<file path="config.mk">
export PLATFORM = sky130hd
export DESIGN_NAME = osd_wr_arbiter
export DESIGN_NICKNAME = d
export VERILOG_FILES = /design/src/rtl/n64adv_osd_pkg.sv /design/src/rtl/osd_wr_fifo.sv /design/src/rtl/osd_wr_arbiter.sv
export SDC_FILE = /design/constraint.sdc
export NUM_CORES = 1
export LEC_CHECK = 0
export CORE_MARGIN = 10
export CORE_UTILIZATION = 30
export DETAILED_ROUTE_END_ITERATION = 12
export SYNTH_ARGS = -nofsm -noshare
export SYNTH_HDL_FRONTEND = slang
export SYNTH_SLANG_ARGS = --single-unit
export TNS_END_PERCENT = 20
</file>
<file path="constraint.sdc">
create_clock -name CLK -period 2.35 [get_ports CLK]
set_input_delay 0.47 -clock CLK [delete_from_list [all_inputs] [get_ports CLK]]
set_output_delay 0.47 -clock CLK [all_outputs]
set_load 0.02 [all_outputs]
</file>
<file path="src/rtl/n64adv_osd_pkg.sv">
// Shared types, default widths and {ctrl,addr,data} word slicing helpers for the OSD write path.
// The slicing macros expect CTRL_W, ADDR_W and DATA_W to be visible where they are used.
`define OSD_WORD_CTRL(w) w[CTRL_W+ADDR_W+DATA_W-1 -: CTRL_W]
`define OSD_WORD_ADDR(w) w[ADDR_W+DATA_W-1 -: ADDR_W]
`define OSD_WORD_DATA(w) w[DATA_W-1:0]

package n64adv_osd_pkg;

  localparam int OSD_CTRL_W     = 2;
  localparam int OSD_ADDR_W     = 10;
  localparam int OSD_DATA_W     = 13;
  localparam int OSD_LOCK_CNT_W = 8;

  typedef enum logic {
    ST_IDLE = 1'b0,
    ST_LOCK = 1'b1
  } arb_state_e;

endpackage

</file>
<file path="src/rtl/osd_wr_fifo.sv">
// Single-clock synchronous FIFO with synchronous clear; one instance per requester.
// A push is taken when full only if a pop frees the slot in the same cycle.
module osd_wr_fifo #(
  parameter int AW = 2,
  parameter int W  = 25
) (
  input  logic         CLK,
  input  logic         RST,
  input  logic         clr,
  input  logic         push,
  input  logic         pop,
  input  logic [W-1:0] wdata,
  output logic [W-1:0] rdata,
  output logic         full,
  output logic         empty,
  output logic [AW:0]  count
);

  localparam int DEPTH = 1 << AW;

  logic [W-1:0]  mem [DEPTH];
  logic [AW-1:0] wr_ptr_q, wr_ptr_d;
  logic [AW-1:0] rd_ptr_q, rd_ptr_d;
  logic [AW:0]   count_q, count_d;
  logic          do_push, do_pop;

  assign full    = (count_q == DEPTH[AW:0]);
  assign empty   = (count_q == '0);
  assign count   = count_q;
  assign rdata   = mem[rd_ptr_q];
  assign do_pop  = pop & ~empty;
  assign do_push = push & (~full | do_pop);

  // NOTE: every variable gets its default before any branch, so no path can infer a latch.
  always_comb begin
    wr_ptr_d = wr_ptr_q;
    rd_ptr_d = rd_ptr_q;
    count_d  = count_q;
    if (clr) begin
      wr_ptr_d = '0;
      rd_ptr_d = '0;
      count_d  = '0;
    end else begin
      if (do_push) wr_ptr_d = wr_ptr_q + 1'b1;
      if (do_pop)  rd_ptr_d = rd_ptr_q + 1'b1;
      case ({do_push, do_pop})
        2'b10:   count_d = count_q + 1'b1;
        2'b01:   count_d = count_q - 1'b1;
        default: count_d = count_q;
      endcase
    end
  end

  // NOTE: non-blocking assignments so all flops sample the pre-edge values together.
  always_ff @(posedge CLK or posedge RST) begin
    if (RST) begin
      wr_ptr_q <= '0;
      rd_ptr_q <= '0;
      count_q  <= '0;
    end else begin
      wr_ptr_q <= wr_ptr_d;
      rd_ptr_q <= rd_ptr_d;
      count_q  <= count_d;
    end
  end

  // NOTE: storage is not reset; the pointers and count alone decide which entries are live.
  always_ff @(posedge CLK) begin
    if (do_push && !clr) mem[wr_ptr_q] <= wdata;
  end

endmodule

</file>
<file path="src/rtl/osd_wr_arbiter.sv">
// Round-robin arbiter sharing the OSD RAM write port between the NIOS vector and the status overlay.
// Define OSD_WR_VSYNC_GATE_EN to restrict pops (and lock counting) to the osd_blank window.
module osd_wr_arbiter
  import n64adv_osd_pkg::*;
#(
  parameter int FIFO_AW  = 2,
  parameter int CTRL_W   = OSD_CTRL_W,
  parameter int ADDR_W   = OSD_ADDR_W,
  parameter int DATA_W   = OSD_DATA_W,
  parameter int LOCK_MAX = 255
) (
  input  logic                             CLK,
  input  logic                             RST,
  input  logic                             flush,
  input  logic                             osd_blank,
  input  logic                             req0_valid,
  output logic                             req0_ready,
  input  logic                             req0_lock,
  input  logic [CTRL_W+ADDR_W+DATA_W-1:0] req0_word,
  input  logic                             req1_valid,
  output logic                             req1_ready,
  input  logic [CTRL_W+ADDR_W+DATA_W-1:0] req1_word,
  output logic                             wr_en,
  output logic [CTRL_W-1:0]                wr_ctrl,
  output logic [ADDR_W-1:0]                wr_addr,
  output logic [DATA_W-1:0]                wr_data,
  output logic                             wr_src,
  output logic                             lock_timeout,
  output logic [FIFO_AW:0]                 pend0,
  output logic [FIFO_AW:0]                 pend1
);

  localparam int WORD_W = CTRL_W + ADDR_W + DATA_W;
  localparam logic [OSD_LOCK_CNT_W-1:0] LOCK_MAX_C = OSD_LOCK_CNT_W'(LOCK_MAX);

  arb_state_e                state_q, state_d;
  logic [OSD_LOCK_CNT_W-1:0] lock_cnt_q, lock_cnt_d, lock_cnt_inc;
  logic                      rr_q, rr_d;
  logic                      lock_timeout_q, lock_timeout_d;
  logic                      lock_block_q, lock_block_d;
  logic                      wr_en_q, wr_en_d;
  logic                      wr_src_q, wr_src_d;
  logic [WORD_W-1:0]         wr_word_q, wr_word_d;

  logic              full0, empty0, full1, empty1;
  logic              push0, push1, pop0, pop1;
  logic [WORD_W-1:0] rdata0, rdata1;
  logic              blank_ok;

`ifdef OSD_WR_VSYNC_GATE_EN
  assign blank_ok = osd_blank;
`else
  logic unused_blank;
  assign unused_blank = osd_blank;
  assign blank_ok     = 1'b1;
`endif

  assign req0_ready = ~full0 & ~flush;
  assign req1_ready = ~full1 & ~flush;
  assign push0      = req0_valid & req0_ready;
  assign push1      = req1_valid & req1_ready;

  osd_wr_fifo #(.AW(FIFO_AW), .W(WORD_W)) u_fifo0 (
    .CLK(CLK), .RST(RST), .clr(flush), .push(push0), .pop(pop0), .wdata(req0_word),
    .rdata(rdata0), .full(full0), .empty(empty0), .count(pend0)
  );

  osd_wr_fifo #(.AW(FIFO_AW), .W(WORD_W)) u_fifo1 (
    .CLK(CLK), .RST(RST), .clr(flush), .push(push1), .pop(pop1), .wdata(req1_word),
    .rdata(rdata1), .full(full1), .empty(empty1), .count(pend1)
  );

  assign lock_cnt_inc = lock_cnt_q + 1'b1;

  always_comb begin
    state_d        = state_q;
    lock_cnt_d     = lock_cnt_q;
    rr_d           = rr_q;
    lock_timeout_d = lock_timeout_q;
    lock_block_d   = lock_block_q;
    pop0           = 1'b0;
    pop1           = 1'b0;

    // A forced release stays armed until requester 0 drops its lock for a cycle.
    if (lock_block_q && !req0_lock) lock_block_d = 1'b0;

    if (flush) begin
      state_d        = ST_IDLE;
      lock_cnt_d     = '0;
      lock_timeout_d = 1'b0;
      lock_block_d   = 1'b0;
    end else begin
      case (state_q)
        ST_IDLE: begin
          if (blank_ok) begin
            if (!empty0 && !empty1) begin
              pop0 = ~rr_q;
              pop1 = rr_q;
              rr_d = ~rr_q;
            end else if (!empty0) begin
              pop0 = 1'b1;
              rr_d = 1'b0;
            end else if (!empty1) begin
              pop1 = 1'b1;
              rr_d = 1'b1;
            end
          end
          if (req0_lock && !lock_block_q) begin
            state_d    = ST_LOCK;
            lock_cnt_d = '0;
          end
        end
        ST_LOCK: begin
          if (blank_ok && !empty0) begin
            pop0 = 1'b1;
            rr_d = 1'b0;
          end
          if (blank_ok) lock_cnt_d = lock_cnt_inc;
          if (!req0_lock) begin
            state_d = ST_IDLE;
          end else if (blank_ok && lock_cnt_inc == LOCK_MAX_C) begin
            state_d        = ST_IDLE;
            lock_timeout_d = 1'b1;
            lock_block_d   = 1'b1;
            rr_d           = 1'b1;
          end
        end
        default: state_d = ST_IDLE;
      endcase
    end

    wr_en_d   = pop0 | pop1;
    wr_src_d  = pop1 ? 1'b1 : (pop0 ? 1'b0 : wr_src_q);
    wr_word_d = pop1 ? rdata1 : (pop0 ? rdata0 : wr_word_q);
  end

  always_ff @(posedge CLK or posedge RST) begin
    if (RST) begin
      state_q        <= ST_IDLE;
      lock_cnt_q     <= '0;
      rr_q           <= 1'b0;
      lock_timeout_q <= 1'b0;
      lock_block_q   <= 1'b0;
      wr_en_q        <= 1'b0;
      wr_src_q       <= 1'b0;
      wr_word_q      <= '0;
    end else begin
      state_q        <= state_d;
      lock_cnt_q     <= lock_cnt_d;
      rr_q           <= rr_d;
      lock_timeout_q <= lock_timeout_d;
      lock_block_q   <= lock_block_d;
      wr_en_q        <= wr_en_d;
      wr_src_q       <= wr_src_d;
      wr_word_q      <= wr_word_d;
    end
  end

  assign wr_en        = wr_en_q;
  assign wr_src       = wr_src_q;
  assign wr_ctrl      = `OSD_WORD_CTRL(wr_word_q);
  assign wr_addr      = `OSD_WORD_ADDR(wr_word_q);
  assign wr_data      = `OSD_WORD_DATA(wr_word_q);
  assign lock_timeout = lock_timeout_q;

endmodule

</file>
==> Yosys cells after proc, flatten, opt, wreduce, memory -nomap -nowiden <==
Memory sizes are Yosys's and may differ from the RTL's.
Cells that the tools add are included.
Widths: inputs -> output; s select.
{ "word_totals": {"ff_bits": 53, "ram_bits": 200, "input_bits": 57, "output_inout_bits": 36, "n_memories": 2} }
{ "mem_list": {"columns": ["name", "words", "width", "rd", "rd_ports_with_merged_regs", "write_ports", "line", "text"], "rows": [
  ["u_fifo0.mem", 4, 25, 1, 0, 1, "osd_wr_fifo.sv:21", "logic [W-1:0] mem [DEPTH];"],
  ["u_fifo1.mem", 4, 25, 1, 0, 1, "osd_wr_fifo.sv:21", null]
]} }
{ "op_classes": {"n_addsub": 9, "eq_ne": 9, "n_mux": 53, "n_bitwise": 18, "n_reduce_logical": 24} }
{ "op_table": {"columns": ["operator", "count"], "rows": [
  ["$mux 25", 2],
  ["$mux 1", 33],
  ["$mux 2", 8],
  ["$mux 8", 2],
  ["$pmux 8 s2", 1],
  ["$reduce_bool 2->1", 8],
  ["$pmux 3 s2", 2],
  ["$add 2x1->2 const B", 4],
  ["$add 8x1->8 const B", 1],
  ["$and 1x1->1", 8],
  ["$eq 8x8->1 const B", 1],
  ["$not 1->1", 7],
  ["$add 3x1->3 const B", 2],
  ["$eq 3x3->1 const B", 2],
  ["$logic_not 3->1", 2],
  ["$mux 3", 2],
  ["$pmux 1 s2", 3],
  ["$reduce_bool 3->1", 2],
  ["$sub 3x1->3 const B", 2],
  ["$logic_and 1x1->1", 5],
  ["$logic_not 1->1", 5],
  ["$eq 2x1->1 const B", 2],
  ["$eq 2x2->1 const B", 2],
  ["$ne 4x4->1 const B", 1],
  ["4 further kinds", 6]
]} }

==> Depth between registers and ports, before layout <==
{ "depth": {"ltp_word": 12, "depth_mapped": 9} }

==> By module <==
Synthesis repeated with hierarchy kept, for this count alone.
{ "unflattened": {"hier_cells": 569, "hier_area_um2": 10337.4} }
{ "by_module_without_submodules": {"columns": ["mod", "n_inst", "cells_each", "area_per_inst_um2", "seq_area_each_um2"], "rows": [
  ["osd_wr_fifo", 2, 196, 4187.8, 3178.0],
  ["osd_wr_arbiter", 1, 177, 1961.9, 975.9]
]} }

==> Worst setup path before layout <==
No wires, ideal clock.
{ "synth_timing": {"path_type": "flip-flop to flip-flop", "from": "register u_fifo0.count_q[0] (netlist: u_fifo0.count[0])", "to": "register u_fifo0.count_q[2] (netlist: u_fifo0.count[2])", "arrival_time_ps": 2250, "path_slack_ps": -25, "stages_incl_launch_ff": 8, "path_buffers": 1, "synth_period_minus_slack_ps": 2375, "cell_sequence": "dfrtp_1 nor3_4 a211o_4 clkbuf_1 nor2_1 fa_1 o22ai_1 mux2_2"} }
{ "synth_between": {"elab_chain_len": 12, "word_cells_on_any_way": 22, "cone_classes": "2 x add/sub; 3 x eq/ne; 6 x mux; 7 x bitwise; 4 x reduce/logical"} }
{ "synth_lines": {"columns": ["element", "line", "text"], "rows": [
  ["from (decl)", "osd_wr_fifo.sv:24", "logic [AW:0] count_q, count_d;"],
  ["from (signal assigned)", "osd_wr_fifo.sv:63", "count_q <= count_d;"],
  ["$logic_not 3->1", "osd_wr_fifo.sv:28", "assign empty = (count_q == '0);"],
  ["$logic_not 1->1", null, null],
  ["$logic_and 1x1->1", "osd_wr_arbiter.sv:96", "if (!empty0 && !empty1) begin"],
  ["$mux 1", "osd_wr_arbiter.sv:96", null],
  ["$pmux 1 s2", "osd_wr_arbiter.sv:93", "case (state_q)"],
  ["$mux 1", "osd_wr_arbiter.sv:87", "if (flush) begin"],
  ["$and 1x1->1", "osd_wr_fifo.sv:31", "assign do_pop = pop & ~empty;"],
  ["$or 1x1->1", "osd_wr_fifo.sv:32", "assign do_push = push & (~full | do_pop);"],
  ["$and 1x1->1", "osd_wr_fifo.sv:32", null],
  ["$eq 2x1->1 / $eq 2x2->1 (equally long branches)", "osd_wr_fifo.sv:46", "case ({do_push, do_pop})"],
  ["$pmux 3 s2", "osd_wr_fifo.sv:46", null],
  ["$mux 3", "osd_wr_fifo.sv:39", "if (clr) begin"]
]} }
Parallel ways exist; a longest one is shown, timed or not.
A chain may end at the register's enable or synchronous reset.

==> Final worst setup path <==
{ "layout_timing": {"from": "register u_fifo1.count_q[1] (netlist: u_fifo1.count[1])", "to": "output req1_ready"} }
{ "layout_between": {"elab_chain_len": 3} }
{ "layout_lines": {"columns": ["element", "line", "text"], "rows": [
  ["from (decl)", "osd_wr_fifo.sv:24", null],
  ["from (signal assigned)", "osd_wr_fifo.sv:63", null],
  ["$eq 3x3->1", "osd_wr_fifo.sv:27", "assign full = (count_q == DEPTH[AW:0]);"],
  ["$not 1->1", "osd_wr_arbiter.sv:59", "assign req1_ready = ~full1 & ~flush;"],
  ["$and 1x1->1", "osd_wr_arbiter.sv:59", null],
  ["to (decl)", "osd_wr_arbiter.sv:21", "output logic req1_ready,"]
]} }
Every way passes these cells.

==> metrics.yaml <==
dpl.hpwl_um: 15100
grt_pass1_vias: 5658
post-route-min-period_ps: 2230
p_leak_nw: 4.48
place.gp.congestion: 0.754
cts_max_level: 1
synth-xor-area-share: 0.00600
cts_buffers: 26
finalSetupViolCount: 0
syn_area_um2: 10200
whs_ps: 319
path_clk_slew_ps: 70
drt_iter0_drc: 381
p_int_w: 0.0100
grt-ovfl-total: 0
boundaryPins: 93
cts_sinks: 253
p_comb_frac: 0.280
clk_latency_ps: 520
cts-root-buf: "clkbuf_16"
ys.flop_type: "edfxtp_1"
p_sw_w: 0.00392
maxSlewViolCount: 0
die_h_um: 205
p_seq_frac: 0.414
cts_tree: "done"
final_antenna_net_count: 0
synth_edf_count: 200
worstHoldPathType: "primary input to async pin"
firstDrtPassIters: 7
nets: 737
yosysSeqAreaShare: 0.717
final.setup_skew_ps: 11.9
p_clk_frac: 0.306
tns_ps: 0
synth_cell_type_count: 56
critical_path_class: "register to primary output"
cp_cell_sequence: "or3b_2 > nor2b_1 > buf_2"
grt_max_degree: 36
rows: 67
startpoint: "u_fifo1.count[1]"
muxShareOfSynthArea: 0.121
drt-vias-per-instance: 4.62
async_flop_share: 0.209
critPathCaptureType: "primary output"
drive_gt1_frac: 0.233
slew_headroom: 0.675
total_power_w: 0.0140
switching_share: 0.281
hold_viol: 0
crit_required_ps: 1880
synthAdderAreaFrac: 0.0162
yosys_warnings: 0
wire_per_inst_um: 20.3
drv_cap: 0
track_usage: 0.110
layout_commonest_cell: "edfxtp_1"
core_area_um2: 33600
power_density_nw_per_um2: 1080
arrival_ps: 1760
outcome: "finished, final reports clean"
grt_pass1_wl_um: 35200
peakVddDrop_v: 0.000471
synth_compound_area_frac: 0.0560
fin_crit_sh: 0.951
start_kind: "register"
fmaxAchievable_mhz: 447
dieArea_um2: 41900
r2r-start: "u_fifo1.count[0]"
slowest_stage: "or3b_2"
syn_area_per_cell_um2: 19.2
port_buffers: 91
antenna_found_initial: 3
synth_top_family_by_area: "multiplexers"
synth_simple_gate_area_frac: 0.0581
final_cell_mix: "edfxtp_1 (200), clkdlybuf4s50_1 (89), dfrtp_1 (47)"
drc: 0
syn_inst: 533
tightest_slew_ps: 487
chipWidth_um: 205
area_growth_syn_to_layout_pct: 25.9
drt-total-wl_um: 23000
synth-seq-cells: 253
start_util: 0.304
slowest_delay_ps: 490
crit_fanout: 6
clock_path_buffers: 3
rsz0062_at_grt: "false"
synth_fp_nets: 602
vias: 5257
[worst max-delay path, delay by kind of cell, from the launching register on]
family,cells,cell delay [ps]
and+or+nand+nor,2,630
DFF,1,450
buffers and inverters,1,160
[repair_timing]
item | 4_1_cts | 5_1_grt
hold buffers | 0 | 0
buffers inserted | 1 | 0
resized for setup | 8 | 2
setup endpoints to repair | 2 | 2
endpoints found under the hold margin | 0 | 0
pin swaps | 0 | 0
[cells in the mapped netlist (2+ instances only)]
cell type | count | share of area
and2b_1 | 3 | 0.0022
xnor2_1 | 4 | 0.0034
mux2i_1 | 2 | 0.0020
a221o_1 | 21 | 0.021
buf_2 | 5 | 0.0024
nand3_1 | 4 | 0.0020
a21oi_1 | 7 | 0.0034
clkbuf_1 | 8 | 0.0029
nand2_1 | 20 | 0.0073
a221o_2 | 4 | 0.0044
o21ai_0 | 16 | 0.0078
o22ai_1 | 2 | 0.0012
clkbuf_8 | 5 | 0.0067
ha_1 | 10 | 0.012
buf_1 | 2 | 0.00073
and2b_2 | 16 | 0.014
nor2_1 | 15 | 0.0055
buf_6 | 3 | 0.0033
nand2b_1 | 7 | 0.0043
dfrtp_1 | 53 | 0.13
and3_1 | 2 | 0.0012
buf_8 | 3 | 0.0044
a31oi_1 | 2 | 0.0012
mux4_2 | 28 | 0.062
nor3_1 | 4 | 0.0020
edfxtp_1 | 200 | 0.59
fa_1 | 2 | 0.0039
nor2b_1 | 9 | 0.0055
inv_1 | 13 | 0.0048
o21a_1 | 2 | 0.0015
mux4_1 | 22 | 0.057
o31ai_1 | 4 | 0.0029
xor2_1 | 3 | 0.0026
and2_1 | 10 | 0.0061
[path summary, 6_finish.rpt]
path                                        to  slack, ps  cells past startpoint
max                                 req1_ready        120                      3
min                              wr_word_q[22]        320                      3
max reg2reg                   u_fifo0.count[2]        130                      9
min reg2reg                             wr_src        520                      1
max in group asynchronous  u_fifo0.rd_ptr_q[0]       1600                      3
min in group CLK                        wr_src        520                      1
[through the flow]
step	utilization	setup slack, ps	cells	cell area (um2)
2_1_floorplan	-	12.9	533	10200
3_3_place_gp	0.356	-118	1087	12000
3_5_place_dp	0.356	-147	1087	12000
4_1_cts	0.383	80.4	1136	12900
5_1_grt	0.383	2.60	1137	12900
6_report	0.383	115	1137	12900
[layer usage]
metal	part of all wire	up-vias	track usage
met5	0.00065	-	0
met4	0.019	4	0.0328
met3	0.050	28	0.0239
met2	0.50	107	0.186
met1	0.43	2705	0.138
li1	-	2413	-
[registers in the layout (all words and copies together) (netlist names)]
name / cells
u_fifo1.rd_ptr_q: 2
u_fifo0.count: 3
wr_en: 1
u_fifo0.wr_ptr_q: 2
u_fifo1.mem: 100
u_fifo1.wr_ptr_q: 2
rr_q: 1
lock_timeout: 1
state_q: 1
lock_cnt_q: 8
wr_src: 1
lock_block_q: 1
u_fifo1.count: 3
wr_word_q: 25
u_fifo0.rd_ptr_q: 2
u_fifo0.mem: 100
[cell type report]
cell class	instances	area [um2]
fill	3050	20700
inverter	13	48.8
clock buffer	33	728
sequential	253	7340
antenna	1	2.50
clock inverter	15	175
multi-input combinational	241	2650
tap	448	561
timing repair buffer	133	1370
[power groups by stage]
stage	logic [W]	registers [W]	clock network [W]
after floorplan	0.00228	0.00607	0
after global placement	0.00389	0.00588	0
after detailed placement	0.00395	0.00588	0
after CTS	0.00397	0.00579	0.00439
after global routing	0.00423	0.00584	0.00459
final	0.00391	0.00578	0.00427
[logic make-up after synthesis]
kind of cell / after synthesis
flip-flops: 253
adder cells (fa/ha/maj): 12
AO/OA/AOI/OAI: 70
XOR/XNOR: 7
multiplexers: 53
AND/OR/NAND/NOR: 99
buffers and inverters: 39
Power figures use the tool's default switching activity.
